$ cat src/rtl/graphics_command_decoder.sv
`default_nettype none
// ============================================================================
// Module  : graphics_command_decoder
// Purpose : SPI op-code/operand stream -> pallet writes, pixel spans, buffer switch
// Revision: 1.0
// ============================================================================
module graphics_command_decoder #(
    parameter int PIXEL_ADDRESS_WIDTH = 18,
    parameter int COLOR_INDEX_WIDTH   = 4,
    parameter int Y_WIDTH             = 4,
    parameter int CB_WIDTH            = 3,
    parameter int CR_WIDTH            = 3
) (
    input  logic                                      clock_in,
    input  logic                                      reset_n_in,
    input  logic [7:0]                                op_code_in,
    input  logic                                      op_code_valid_in,
    input  logic [7:0]                                operand_in,
    input  logic                                      operand_valid_in,
    input  logic [31:0]                               operand_count_in,
    output logic                                      pallet_assign_enable_out,
    output logic [COLOR_INDEX_WIDTH-1:0]              pallet_assign_index_out,
    output logic [Y_WIDTH+CB_WIDTH+CR_WIDTH-1:0]      pallet_assign_value_out,
    output logic                                      pixel_write_enable_out,
    output logic [PIXEL_ADDRESS_WIDTH-1:0]            pixel_write_address_out,
    output logic [COLOR_INDEX_WIDTH-1:0]              pixel_write_data_out,
    input  logic                                      pixel_write_ready_in,
    output logic                                      switch_buffer_out,
    output logic                                      busy_out,
    output logic                                      overflow_out
);

    localparam int          N_ADDR      = (PIXEL_ADDRESS_WIDTH + 7) / 8;
    localparam int          VALUE_WIDTH = Y_WIDTH + CB_WIDTH + CR_WIDTH;
    localparam logic [7:0]  OP_ASSIGN   = 8'h10;
    localparam logic [7:0]  OP_SHOW     = 8'h17;
    localparam logic [7:0]  OP_DRAW     = 8'h19;
    localparam logic [7:0]  OP_FILL     = 8'h1A;
    localparam logic [31:0] CNT_ADDR    = 32'(N_ADDR);
    localparam logic [31:0] CNT_COLOR   = 32'(N_ADDR + 1);
    localparam logic [31:0] CNT_LEN     = 32'(N_ADDR + 2);

    typedef enum logic [0:0] {
        ST_IDLE  = 1'b0,
        ST_WRITE = 1'b1
    } state_t;

    state_t                           state_q, state_d;
    logic [PIXEL_ADDRESS_WIDTH-1:0]   addr_q, addr_d;
    logic [COLOR_INDEX_WIDTH-1:0]     data_q, data_d;
    logic [7:0]                       remaining_q, remaining_d;
    logic                             seq_ok_q, seq_ok_d;
    logic                             show_seen_q, show_seen_d;
    logic [PIXEL_ADDRESS_WIDTH-1:0]   addr_sh_q, addr_sh_d;
    logic [COLOR_INDEX_WIDTH-1:0]     color_sh_q, color_sh_d;
    logic [COLOR_INDEX_WIDTH-1:0]     index_sh_q, index_sh_d;
    logic [Y_WIDTH-1:0]               y_sh_q, y_sh_d;
    logic [CB_WIDTH-1:0]              cb_sh_q, cb_sh_d;
    logic                             pal_en_q, pal_en_d;
    logic [COLOR_INDEX_WIDTH-1:0]     pal_index_q, pal_index_d;
    logic [VALUE_WIDTH-1:0]           pal_value_q, pal_value_d;
    logic                             switch_q, switch_d;
    logic                             pending_q, pending_d;
    logic                             busy_q, busy_d;
    logic                             overflow_q, overflow_d;

    logic                             beat;
    logic                             show_req;
    logic                             launch;
    logic [COLOR_INDEX_WIDTH-1:0]     launch_data;
    logic [7:0]                       launch_len;
    logic                             span_done;

    always_comb begin
        state_d     = state_q;
        addr_d      = addr_q;
        data_d      = data_q;
        remaining_d = remaining_q;
        seq_ok_d    = seq_ok_q;
        show_seen_d = show_seen_q;
        addr_sh_d   = addr_sh_q;
        color_sh_d  = color_sh_q;
        index_sh_d  = index_sh_q;
        y_sh_d      = y_sh_q;
        cb_sh_d     = cb_sh_q;
        pal_en_d    = 1'b0;
        pal_index_d = pal_index_q;
        pal_value_d = pal_value_q;
        switch_d    = 1'b0;
        pending_d   = pending_q;
        overflow_d  = overflow_q;
        launch      = 1'b0;
        launch_data = color_sh_q;
        launch_len  = 8'd0;

        beat      = op_code_valid_in && operand_valid_in;
        show_req  = op_code_valid_in && (op_code_in == OP_SHOW) && !show_seen_q;
        span_done = (state_q == ST_WRITE) && pixel_write_ready_in && (remaining_q == 8'd1);

        // A command is only completed if its first operand was seen while
        // op_code_valid_in stayed high throughout.
        if (!op_code_valid_in) begin
            seq_ok_d    = 1'b0;
            show_seen_d = 1'b0;
        end else begin
            if (beat && operand_count_in == 32'd1) seq_ok_d = 1'b1;
            if (op_code_in == OP_SHOW) show_seen_d = 1'b1;
        end

        if (beat) begin
            case (op_code_in)
                OP_ASSIGN: begin
                    if (operand_count_in == 32'd1) begin
                        index_sh_d = operand_in[COLOR_INDEX_WIDTH-1:0];
                    end else if (operand_count_in == 32'd2) begin
                        y_sh_d = operand_in[7 -: Y_WIDTH];
                    end else if (operand_count_in == 32'd3) begin
                        cb_sh_d = operand_in[7 -: CB_WIDTH];
                    end else if (operand_count_in == 32'd4 && seq_ok_q) begin
                        pal_en_d    = 1'b1;
                        pal_index_d = index_sh_q;
                        pal_value_d = {y_sh_q, cb_sh_q, operand_in[7 -: CR_WIDTH]};
                    end
                end
                OP_DRAW, OP_FILL: begin
                    // Address bytes arrive MSB first; truncation drops bits above the width.
                    if (operand_count_in == 32'd1) begin
                        addr_sh_d = PIXEL_ADDRESS_WIDTH'(operand_in);
                    end else if (operand_count_in <= CNT_ADDR) begin
                        addr_sh_d = PIXEL_ADDRESS_WIDTH'({addr_sh_q, operand_in});
                    end else if (operand_count_in == CNT_COLOR) begin
                        color_sh_d = operand_in[COLOR_INDEX_WIDTH-1:0];
                        if (op_code_in == OP_DRAW && seq_ok_q) begin
                            launch      = 1'b1;
                            launch_data = operand_in[COLOR_INDEX_WIDTH-1:0];
                            launch_len  = 8'd1;
                        end
                    end else if (operand_count_in == CNT_LEN && op_code_in == OP_FILL && seq_ok_q) begin
                        launch     = 1'b1;
                        launch_len = operand_in;
                    end
                end
                default: ;
            endcase
        end

        case (state_q)
            ST_WRITE: begin
                if (pixel_write_ready_in) begin
                    addr_d      = addr_q + PIXEL_ADDRESS_WIDTH'(1);
                    remaining_d = remaining_q - 8'd1;
                    if (remaining_q == 8'd1) state_d = ST_IDLE;
                end
            end
            default: ;
        endcase

        if (launch && launch_len != 8'd0) begin
            if (state_q == ST_IDLE && !pending_q) begin
                state_d     = ST_WRITE;
                addr_d      = addr_sh_q;
                data_d      = launch_data;
                remaining_d = launch_len;
            end else begin
                overflow_d = 1'b1;
            end
        end

        // Switch fires as soon as no span is outstanding; repeat requests merge.
        if (show_req || pending_q) begin
            if (state_q == ST_IDLE || span_done) begin
                switch_d  = 1'b1;
                pending_d = 1'b0;
            end else begin
                pending_d = 1'b1;
            end
        end

        busy_d = (state_d == ST_WRITE) || pending_d;
    end

    always_ff @(posedge clock_in or negedge reset_n_in) begin
        if (!reset_n_in) begin
            state_q     <= ST_IDLE;
            addr_q      <= '0;
            data_q      <= '0;
            remaining_q <= '0;
            seq_ok_q    <= 1'b0;
            show_seen_q <= 1'b0;
            addr_sh_q   <= '0;
            color_sh_q  <= '0;
            index_sh_q  <= '0;
            y_sh_q      <= '0;
            cb_sh_q     <= '0;
            pal_en_q    <= 1'b0;
            pal_index_q <= '0;
            pal_value_q <= '0;
            switch_q    <= 1'b0;
            pending_q   <= 1'b0;
            busy_q      <= 1'b0;
            overflow_q  <= 1'b0;
        end else begin
            state_q     <= state_d;
            addr_q      <= addr_d;
            data_q      <= data_d;
            remaining_q <= remaining_d;
            seq_ok_q    <= seq_ok_d;
            show_seen_q <= show_seen_d;
            addr_sh_q   <= addr_sh_d;
            color_sh_q  <= color_sh_d;
            index_sh_q  <= index_sh_d;
            y_sh_q      <= y_sh_d;
            cb_sh_q     <= cb_sh_d;
            pal_en_q    <= pal_en_d;
            pal_index_q <= pal_index_d;
            pal_value_q <= pal_value_d;
            switch_q    <= switch_d;
            pending_q   <= pending_d;
            busy_q      <= busy_d;
            overflow_q  <= overflow_d;
        end
    end

    assign pallet_assign_enable_out = pal_en_q;
    assign pallet_assign_index_out  = pal_index_q;
    assign pallet_assign_value_out  = pal_value_q;
    assign pixel_write_enable_out   = (state_q == ST_WRITE);
    assign pixel_write_address_out  = addr_q;
    assign pixel_write_data_out     = data_q;
    assign switch_buffer_out        = switch_q;
    assign busy_out                 = busy_q;
    assign overflow_out             = overflow_q;

endmodule
`default_nettype wire

$ cat config.mk
export PLATFORM = sky130hd
export DESIGN_NAME = graphics_command_decoder
export DESIGN_NICKNAME = d
export VERILOG_FILES = /design/src/rtl/graphics_command_decoder.sv
export SDC_FILE = /design/constraint.sdc
export NUM_CORES = 1
export LEC_CHECK = 0
export ABC_AREA = 1
export CORE_ASPECT_RATIO = 1.1
export CORE_MARGIN = 3
export CORE_UTILIZATION = 40
export DETAILED_ROUTE_END_ITERATION = 10
export GPL_ROUTABILITY_DRIVEN = 0
export GPL_TIMING_DRIVEN = 0
export PLACE_DENSITY = 0.65
export SLEW_MARGIN = 30
export SYNTH_ARGS = -nofsm -noshare
export SYNTH_HDL_FRONTEND = slang
export SYNTH_SLANG_ARGS = --single-unit
$ cat constraint.sdc
create_clock -name clock_in -period 2.1 [get_ports clock_in]
set_input_delay 0.315 -clock clock_in [delete_from_list [all_inputs] [get_ports clock_in]]
set_output_delay 0.315 -clock clock_in [all_outputs]
set_load 0.01 [all_outputs]
Yosys cells after proc, flatten, opt, wreduce, memory -nomap -nowiden
Index checks and enable logic that the tools add are counted.

word-level totals
  register bits after elaboration = 85
  bits of input ports = 53
  output and inout port bits = 41
  logic and storage cells = 116

cells by class
  add/sub/neg operators = 2
  order comparisons = 1
  equal/unequal tests = 12
  mux-type cells = 49
  bitwise logic cells = 6
  reduce and logical (&&, ||, !) cells = 28

operator list
  kind                     number
  $mux W18                 6
  $mux W8                  10
  $eq A32 B2 Y1 const B    2
  $eq A32 B3 Y1 const B    2
  $eq A32 B1 Y1 const B    1
  $eq A8 B5 Y1 const B     4
  $le A32 B2 Y1 const B    1
  $mux W1                  27
  $mux W4                  6
  $add A18 B1 Y18 const B  1
  $logic_and A1 B1 Y1      12
  $reduce_and A5 Y1        2
  $eq A8 B1 Y1 const B     1
  $reduce_bool A8 Y1       1
  $sub A8 B1 Y8 const B    1
  $not A1 Y1               6
  $reduce_and A3 Y1        2
  $reduce_and A6 Y1        1
  $ne A2 B1 Y1 const B     2
  $reduce_and A2 Y1        2
  $reduce_and A4 Y1        1
  $logic_or A1 B1 Y1       3
  $logic_not A1 Y1         2
  $reduce_bool A2 Y1       1
  $reduce_or A2 Y1         1

Depth between registers and ports, before layout
Gate-level depths: netlist of the first run.

  depth in word-level cells = 13
  mapped depth = 14
  gate-level depth less buffers = 13

Worst setup path after synthesis of the first run
No wires, ideal clock.

  kind = input-to-reg
  start point = in operand_count_in[21]
  end point = reg addr_q[9], in the netlist pixel_write_address_out[9]
  arrival time = 1.619 ns
  path slack = 0.363 ns
  cell stages on the path = 13
  cells stage by stage = nor2_1 nand2_1 nor2_4 nand2_2 nor2_4 nand2_2 nor2_8 o31ai_2 nand3_4 nand2_8 buf_6 nand2_1 o21ai_2

between the ends
  cells in the longest elaborated chain, start to end = 12
  elaborated cells between the ends (all ways) = 21
  classes of those cells = 1 x order compare; 3 x eq/ne; 13 x mux; 4 x reduce/logical

RTL lines
  item                                                    line  source
  start, declared                                         20    input logic [31:0] operand_count_in,
  branches (longest 10 deep; another with $le A32 B2 Y1)  --
  $logic_and A1 B1 Y1 *                                   158   if (launch && launch_len != 8'd0) begin
  $mux W18 *                                              158
  net addr_d[9]                                           49    logic [PIXEL_ADDRESS_WIDTH-1:0] addr_q, addr_d;
  end signal, assigned                                    204   addr_q <= addr_d;
  end, declared                                           49

Mark *: on every way through the listed nets, which the timed path passes.
A chain may end at the register's enable or synchronous reset.

Worst setup path in the final report of the first run
  start point = in operand_count_in[15]
  end point = reg addr_q[8], in the netlist pixel_write_address_out[8]

Same word-level chain as after synthesis.

==> results of run 1 <==
[sequential cells by signal (all words and copies together), names as in the netlist, 3 cells and up]
signal                   flops
addr_sh_q                   18
cb_sh_q                      3
color_sh_q                   4
index_sh_q                   4
pallet_assign_index_out      4
pallet_assign_value_out     10
pixel_write_address_out     18
pixel_write_data_out         4
remaining_q                  8
y_sh_q                       4
[cells by family after synthesis]
group / count (synthesis)
AOI/OAI and AO/OA: 73
and+or+nand+nor: 252
xor gates and xnor gates: 24
DFF: 85
buffers and inverters: 85
adders and majority gates: 3
[stage by stage]
step | hold WS [ns] | util | std cells | power [uW] | setup TNS (ns)
after floorplan | 0.0194 | - | 522 | 1700 | 0
after global placement | 0.454 | 0.522 | 758 | 1850 | -213.54
after detailed placement | 0.166 | 0.524 | 759 | 1860 | -22.04
after CTS | 0.368 | 0.562 | 784 | 3490 | 0
after global routing | 0.392 | 0.596 | 798 | 3580 | -0.189
final | 0.375 | 0.596 | 798 | 3470 | 0
[layer usage]
| metal | up-vias | share of wire | GRT usage |
|---|---|---|---|
| met2 | 102 | 0.51 | 0.336 |
| met4 | 0 | 0.018 | 0.0596 |
| met1 | 1777 | 0.42 | 0.218 |
| li1 | 1914 | - | - |
| met3 | 16 | 0.047 | 0.0357 |
| met5 | - | 0 | 0 |
[final cells by class]
cell class,instances,area share
plain buffers,9,0.0131
clock buffers,9,0.0358
clock inverters,7,0.0131
inverters,76,0.0458
multi-input cells,352,0.330
flip-flops and latches,85,0.339
well taps,143,0.0285
repair buffers,117,0.195
[worst paths after layout]
| path | slack, ns | start | to |
|---|---|---|---|
| hold / removal | 0.38 | reset_n_in | pallet_assign_enable_out |
| hold reg to reg | 0.47 | index_sh_q[0] | pallet_assign_index_out[0] |
| setup reg to reg | 0.14 | pixel_write_enable_out | pixel_write_address_out[17] |
| max in group asynchronous | 1.13 | reset_n_in | switch_buffer_out |
| setup / recovery | 0.06 | operand_count_in[15] | pixel_write_address_out[8] |
| min in group clock_in | 0.41 | op_code_in[2] | show_seen_q |
[power breakdown]
part,internal (uW),switching (uW)
logic,94.9,101
registers,1640,0.0467
clock network,942,692
[critical path: stages]
cell,delay [ns]
sky130_fd_sc_hd__clkdlybuf4s50_1,0.40
sky130_fd_sc_hd__nor2_1,0.08
sky130_fd_sc_hd__nand2_1,0.09
sky130_fd_sc_hd__nor2_4,0.17
sky130_fd_sc_hd__inv_2,0.08
sky130_fd_sc_hd__nor2_4,0.13
sky130_fd_sc_hd__nand2_4,0.08
sky130_fd_sc_hd__nor2_8,0.17
sky130_fd_sc_hd__o31ai_4,0.10
sky130_fd_sc_hd__nand3_4,0.13
sky130_fd_sc_hd__nand2_8,0.08
sky130_fd_sc_hd__buf_6,0.17
sky130_fd_sc_hd__clkbuf_16,0.15
sky130_fd_sc_hd__nand2_1,0.06
sky130_fd_sc_hd__o21ai_2,0.05
[cell usage in the layout (no fill, tap or decap), drive strengths merged, types with 17 or more instances in the layout]
cell / count
nand2: 153
xor2: 17
buf: 28
inv: 79
nor2: 52
o21ai: 53
clkdlybuf4s50: 62
nand3: 20
dlymetal6s2s: 26
dfrtp: 85
[what timing repair did]
item / in CTS / in global routing
hold buffers: 1 / 0
pin swaps: 7 / 42
endpoints found under the hold margin: 17 / 0
resized for setup: 11 / 72
cloned: 0 / 1
buffers inserted: 8 / 13
endpoints found under the setup margin: 47 / 59
==> summary.txt, run 1 <==
Synth
  • Most frequently used cell type in the post-synthesis netlist: sky130_fd_sc_hd__nand2_1
  • Leading cell types by count after synthesis: sky130_fd_sc_hd__nand2_1, sky130_fd_sc_hd__dfrtp_1, sky130_fd_sc_hd__inv_1
  • Post-Syn Area per Cell: 8.41 um2
  • Synth Warn #: 0
  • Mux cell area share after synthesis: 0
  • Most frequently used flop master after synthesis: sky130_fd_sc_hd__dfrtp_1
  • Syn Std Cell Area: around 4400 um2
  • Fraction of synthesis flops using an asynchronous set or reset pin: 1.00
  • Post-synthesis cell type with the largest combined area: sky130_fd_sc_hd__dfrtp_1
  • Net Count, Synth: between 500 and 600
  • Post-synthesis sequential element count: between 80 and 90
  • Dominant combinational cell family by area after synthesis: simple AND/OR/NAND/NOR gates
  • Proportion of synthesized chip area in sequential cells: 0.485
  • Share of synthesized cell area in full adder, half adder and majority cells: 0.00855
  • Count of different cell masters after synthesis: 35
  • Number of standard cells after synthesis: 522
  • Dominant cells by area after synthesis: sky130_fd_sc_hd__dfrtp_1, sky130_fd_sc_hd__nand2_1, sky130_fd_sc_hd__inv_1
  • Xor-xnor portion of the synthesized cell area: 0.0479
  • Area share of the leading cell type in the synthesized netlist: 0.485
  • Post-synthesis share of cell area spent on and, or, nand and nor gates: 0.267
  • Synthesized-area fraction occupied by ao, oa, aoi and oai cells: 0.111
  • Number of enable flip-flop cells after synthesis: 0

Setup path
  • Path type of the worst setup path: in2reg
  • Critical Path AT: between 2 and 2.5 ns
  • Required time of the worst setup path: 2.32 ns
  • Startpoint Class: input port
  • Number of cells on the worst reg-to-reg path: 11
  • Worst setup EP type: flop
  • Crit-path max FO: 6

Finish
  • Count of filler cells inserted in the layout: around 990
  • Antenna diode instance count: 0
  • Area growth from synthesis to final layout: 43.1%
  • Share of cells above drive strength 1: 0.197
  • Non-Filler Cell Area, Final: 6280 um2
  • Area occupied by multi-input gates: 2070 um2
  • Count of nets after finishing: 706
  • Area taken by flip-flops and latches: 2130 um2

CTS
  • H-Tree Level Count: 3
  • Clk_lat worst skew: 0.34 ns
  • CTS root buffer: sky130_fd_sc_hd__clkbuf_16
  • Maximum clock path buffer count: 2
  • Total clock buffers created by CTS: 9
  • CTS Sinks: 85
  • Clock tree from TritonCTS: yes
  • Clock slew at reported path FFs: 0.07 ns

Detailed routing
  • Sum of routed wire length over all layers: roughly 11 mm
  • Via Count: about 3800
  • Routed wire length per instance: 13.9 um
  • First DRT Iteration DRCs: 154
  • Via density per instance: approximately 4.8
  • Number of nets still failing antenna checks after routing: 0
  • Residual DRC: 0
  • Detailed-router iteration count before antenna repair: 4

STA
  • Minimum clock period: 2.04 ns
  • Part of the cycle the worst path needs: 0.971
  • Clock Skews: approximately 0.0056 ns
  • Final hold violations: 0
  • Max Slew Vio Count: 0
  • Worst setup slack after layout: just over 0.06 ns
  • Fmax: 491 MHz
  • Max-slew headroom: 0.639
  • Transition time at the pin with the least slew margin: about 0.54 ns
  • Final setup violation count: 0
  • Unrepaired setup endpoints after global routing: yes

Global routing
  • Remaining Overflow, GRT: 0
  • Global-route wire length before repair: 18.0 mm
  • Antenna violations before repair: 0
  • GR Util All Layers: 0.183
  • Via count of the first global-routing pass: 3797
  • Largest net degree at the start of global routing: 69

Floorplanning
  • Core footprint: 10500 um2
  • Die Span X: 106 um
  • Effective utilization at floorplan: 0.416
  • Height of the chip: 116 um
  • Top-level I/O count: 94
  • Row count: 39
  • Die footprint: 12300 um2

Placement
  • # port buffers: 93
  • Worst-case setup slack after placement: -0.429 ns
  • Detail Placement HPWL: 7.94 mm
  • Cell area reported after detailed placement: around 5500 um2

Hold path
  • Min-Delay Path Class: in2async

Pwr
  • Cell leakage power: 0.00329 uW
  • Worst vdd rail ir drop: 0.000508 V
  • P per Cell Area: about 550 nW/um2

Job
  • Max-cap violations: 0

Status
  • Run status: complete, no violations
Note: power is estimated with default switching activity, not from simulation.
==> inputs of run 2 (changes only) <==
--- a/config.mk
+++ b/config.mk
@@ -12,7 +12,8 @@
 export DETAILED_ROUTE_END_ITERATION = 10
 export GPL_ROUTABILITY_DRIVEN = 0
 export GPL_TIMING_DRIVEN = 0
-export PLACE_DENSITY = 0.65
+export PLACE_DENSITY = 0.73
+export REMOVE_ABC_BUFFERS = 1
 export SLEW_MARGIN = 30
 export SYNTH_ARGS = -nofsm -noshare
 export SYNTH_HDL_FRONTEND = slang
==> summary.txt, run 2 (synthesis results as in run 1) <==
Status
  • Run status: finished, violations left (was complete, no violations)
  • Violated checks: setup timing

CTS
  • CTS Sinks: 85 (unchanged)
  • Clock slew at reported path FFs: 0.06 ns (was 0.07 ns)
  • Clock tree from TritonCTS: yes (unchanged)
  • Clk_lat worst skew: 0.33 ns (was 0.34 ns)
  • CTS root buffer: sky130_fd_sc_hd__clkbuf_16 (unchanged)
  • Total clock buffers created by CTS: 9 (unchanged)
  • Maximum clock path buffer count: 2 (unchanged)
  • H-Tree Level Count: 3 (unchanged)

Detailed routing
  • Residual DRC: 0 (unchanged)
  • Number of nets still failing antenna checks after routing: 0 (unchanged)
  • Sum of routed wire length over all layers: 11.7 mm (was 11.1 mm)
  • Via Count: 3918 (was 3809)
  • First DRT Iteration DRCs: 272 (was 154)
  • Detailed-router iteration count before antenna repair: 4 (unchanged)
  • Routed wire length per instance: 14.8 um (was 13.9 um)
  • Via density per instance: 4.97 (was 4.77)

STA
  • Final setup violation count: 4 (was 0)
  • Worst setup slack after layout: -0.0197 ns (was 0.0614 ns)
  • Minimum clock period: 2.12 ns (was 2.04 ns)
  • Final hold violations: 0 (unchanged)
  • Clock Skews: 0.00781 ns (was 0.00558 ns)
  • Part of the cycle the worst path needs: 1.01 (was 0.971)
  • Max-slew headroom: 0.511 (was 0.639)
  • Transition time at the pin with the least slew margin: 0.732 ns (was 0.542 ns)
  • Fmax: 472 MHz (was 491 MHz)
  • Hold WS: 0.396 ns (was 0.375 ns)
  • Max Slew Vio Count: 0 (unchanged)
  • Final setup TNS: -0.0513 ns (was 0 ns)

Pwr
  • Worst vdd rail ir drop: 0.000363 V (was 0.000508 V)
  • Overall power after layout: 3570 uW (was 3470 uW)
  • P per Cell Area: 571 nW/um2 (was 552 nW/um2)
  • Cell leakage power: 0.00321 uW (was 0.00329 uW)

Setup path
  • Worst setup EP type: flop (unchanged)
  • Critical path buffers and inverters: 5 (was 4)
  • Required time of the worst setup path: 2.33 ns (was 2.32 ns)
  • Critical R2R Capture: pixel_write_address_out[12] (was pixel_write_address_out[17])
  • Critical path launch point: operand_count_in[2] (was operand_count_in[15])
  • End point of the critical path: remaining_q[6] (was pixel_write_address_out[8])
  • Startpoint Class: input port (unchanged)
  • Cell chain of the critical path: clkdlybuf4s50_1 -> nor2_2 -> inv_1 -> nor2_2 -> inv_1 -> a21oi_1 -> nand2_1 -> nand3_2 -> nand3_4 -> buf_6 -> nand2_8 -> nand2_1 -> nand2_1 -> inv_1 (was clkdlybuf4s50_1 -> nor2_1 -> nand2_1 -> nor2_4 -> inv_2 -> nor2_4 -> nand2_4 -> nor2_8 -> o31ai_4 -> nand3_4 -> nand2_8 -> buf_6 -> clkbuf_16 -> nand2_1 -> o21ai_2)
  • Worst reg2reg startpoint: seq_ok_q (was pixel_write_enable_out)
  • Maximum cell stage delay along the critical path: 0.46 ns (was 0.40 ns)
  • Category of cells accounting for the largest share of critical-path delay: simple AND/OR/NAND/NOR gates (unchanged)
  • Crit-path max FO: 7 (was 6)
  • Number of cells on the worst reg-to-reg path: 12 (was 11)
  • Path type of the worst setup path: in2reg (unchanged)
  • Stages on the worst setup path: 14 (was 15)
  • Worst-case register-to-register setup slack: 0.08 ns (was 0.14 ns)
  • Critical Path AT: 2.35 ns (was 2.26 ns)
  • Worst-path cell with the longest stage delay: sky130_fd_sc_hd__clkdlybuf4s50_1 (unchanged)

Finish
  • Highest-count cells in the layout ignoring fill and taps: sky130_fd_sc_hd__nand2_1, sky130_fd_sc_hd__dfrtp_1, sky130_fd_sc_hd__inv_1 (unchanged)
  • Non-Filler Cell Area, Final: 6260 um2 (was 6280 um2)
  • Antenna diode instance count: 0 (unchanged)
  • Area occupied by multi-input gates: 2150 um2 (was 2070 um2)
  • Count of filler cells inserted in the layout: 926 (was 988)
  • Most common cell after layout, fill and taps aside: sky130_fd_sc_hd__nand2_1 (unchanged)
  • End-of-flow core utilization: 0.594 (was 0.596)
  • Share of cells above drive strength 1: 0.197 (about the same)
  • Area growth from synthesis to final layout: 42.7% (was 43.1%)
  • Count of nets after finishing: 697 (was 706)
  • Area taken by flip-flops and latches: 2130 um2 (about the same)

Placement
  • # port buffers: 93 (unchanged)
  • Cell area reported after detailed placement: 5460 um2 (was 5530 um2)
  • Detail Placement HPWL: 7.51 mm (was 7.94 mm)

Hold path
  • Min-Delay Path Class: in2reg (was in2async)
  • Hold_sp: op_code_in[3]

Global routing
  • GR Util All Layers: 0.180 (was 0.183)
  • Via count of the first global-routing pass: 3775 (was 3797)
  • Antenna violations before repair: 0 (unchanged)
  • Largest net degree at the start of global routing: 59 (was 69)
  • Global-route wire length before repair: 17.7 mm (was 18.0 mm)
  • Remaining Overflow, GRT: 0 (unchanged)

Floorplanning
  • Top-level I/O count: 94 (unchanged)
  • Height of the chip: 116 um (unchanged)
  • Effective utilization at floorplan: 0.416 (unchanged)
  • Row count: 39 (unchanged)
  • Die footprint: 12300 um2 (unchanged)
  • Die Span X: 106 um (unchanged)
  • Core footprint: 10500 um2 (unchanged)

Job
  • Max-cap violations: 0 (unchanged)
run 2: changes by cell type in the layout (fill, tap and decap cells not counted), moves of 4 or more:
| cell | before | now |
|---|---|---|
| sky130_fd_sc_hd__nor2_1 | 35 | 30 |
| sky130_fd_sc_hd__nor2_2 | 7 | 12 |
| sky130_fd_sc_hd__buf_4 | 17 | 13 |
| sky130_fd_sc_hd__buf_6 | 9 | 5 |
| sky130_fd_sc_hd__dlygate4sd2_1 | 4 | 0 |
run 2: layout make-up:
class                      count  share of cell area
tap                          143              0.0286
inverter                      76              0.0465
clock inverter                 7              0.0164
timing repair buffer         112               0.189
clock buffer                   9              0.0360
sequential                    85               0.340
multi-input combinational    357               0.344
run 2: through the flow:
stage,setup WS [ns],cells
2_1_floorplan,0.143,513
3_3_place_gp,-2.27,749
3_5_place_dp,-0.929,750
4_1_cts,-0.0555,776
5_1_grt,-0.0938,789
6_report,-0.0197,789
run 2: worst min path at each step:
stage | endpoint | slack [ns] | cells past startpoint
after floorplan | addr_sh_q[0] | 0.02 | 0
after global placement | overflow_out | 0.46 | 2
after detailed placement | pixel_write_address_out[3] | 0.20 | 1
after CTS | pixel_write_address_out[3] | 0.42 | 2
after global routing | pixel_write_address_out[3] | 0.44 | 2
final | show_seen_q | 0.40 | 4
run 2: worst register-to-register path, stage by stage, from the launching register on:
cell and delay (ns):
sky130_fd_sc_hd__dfrtp_1 0.39, sky130_fd_sc_hd__inv_1 0.09, sky130_fd_sc_hd__nor2_1 0.17, sky130_fd_sc_hd__nand3_2 0.13
sky130_fd_sc_hd__nor2_4 0.16, sky130_fd_sc_hd__nand2_4 0.09, sky130_fd_sc_hd__nor2_8 0.16, sky130_fd_sc_hd__o31ai_4 0.10
sky130_fd_sc_hd__nand3_4 0.22, sky130_fd_sc_hd__buf_6 0.16, sky130_fd_sc_hd__nand2_8 0.07, sky130_fd_sc_hd__nand2_1 0.12
sky130_fd_sc_hd__o21ai_2 0.05
run 2: layer usage:
metal | up-vias | global-route usage | wire length [um]
met2 | 118 | 0.320 | 6010
met1 | 1884 | 0.221 | 4870
li1 | 1898 | - | -
met4 | 0 | 0.0665 | 214
met5 | - | 0 | 0
met3 | 18 | 0.0340 | 601
run 2: timing repair:
item | in CTS | in global routing
setup buffers | 6 | 11
gates resized for setup | 7 | 73
pin swaps | 5 | 17
gates cloned | 3 | 2
setup endpoints to repair | 65 | 67
hold buffers | 1 | 0
endpoints found under the hold margin | 27 | 0
run 2: power breakdown:
part           switching, uW  internal [uW]  total [uW]
clock network            680           1060        1740
registers             0.0469           1640        1640
logic                    102           98.7         201
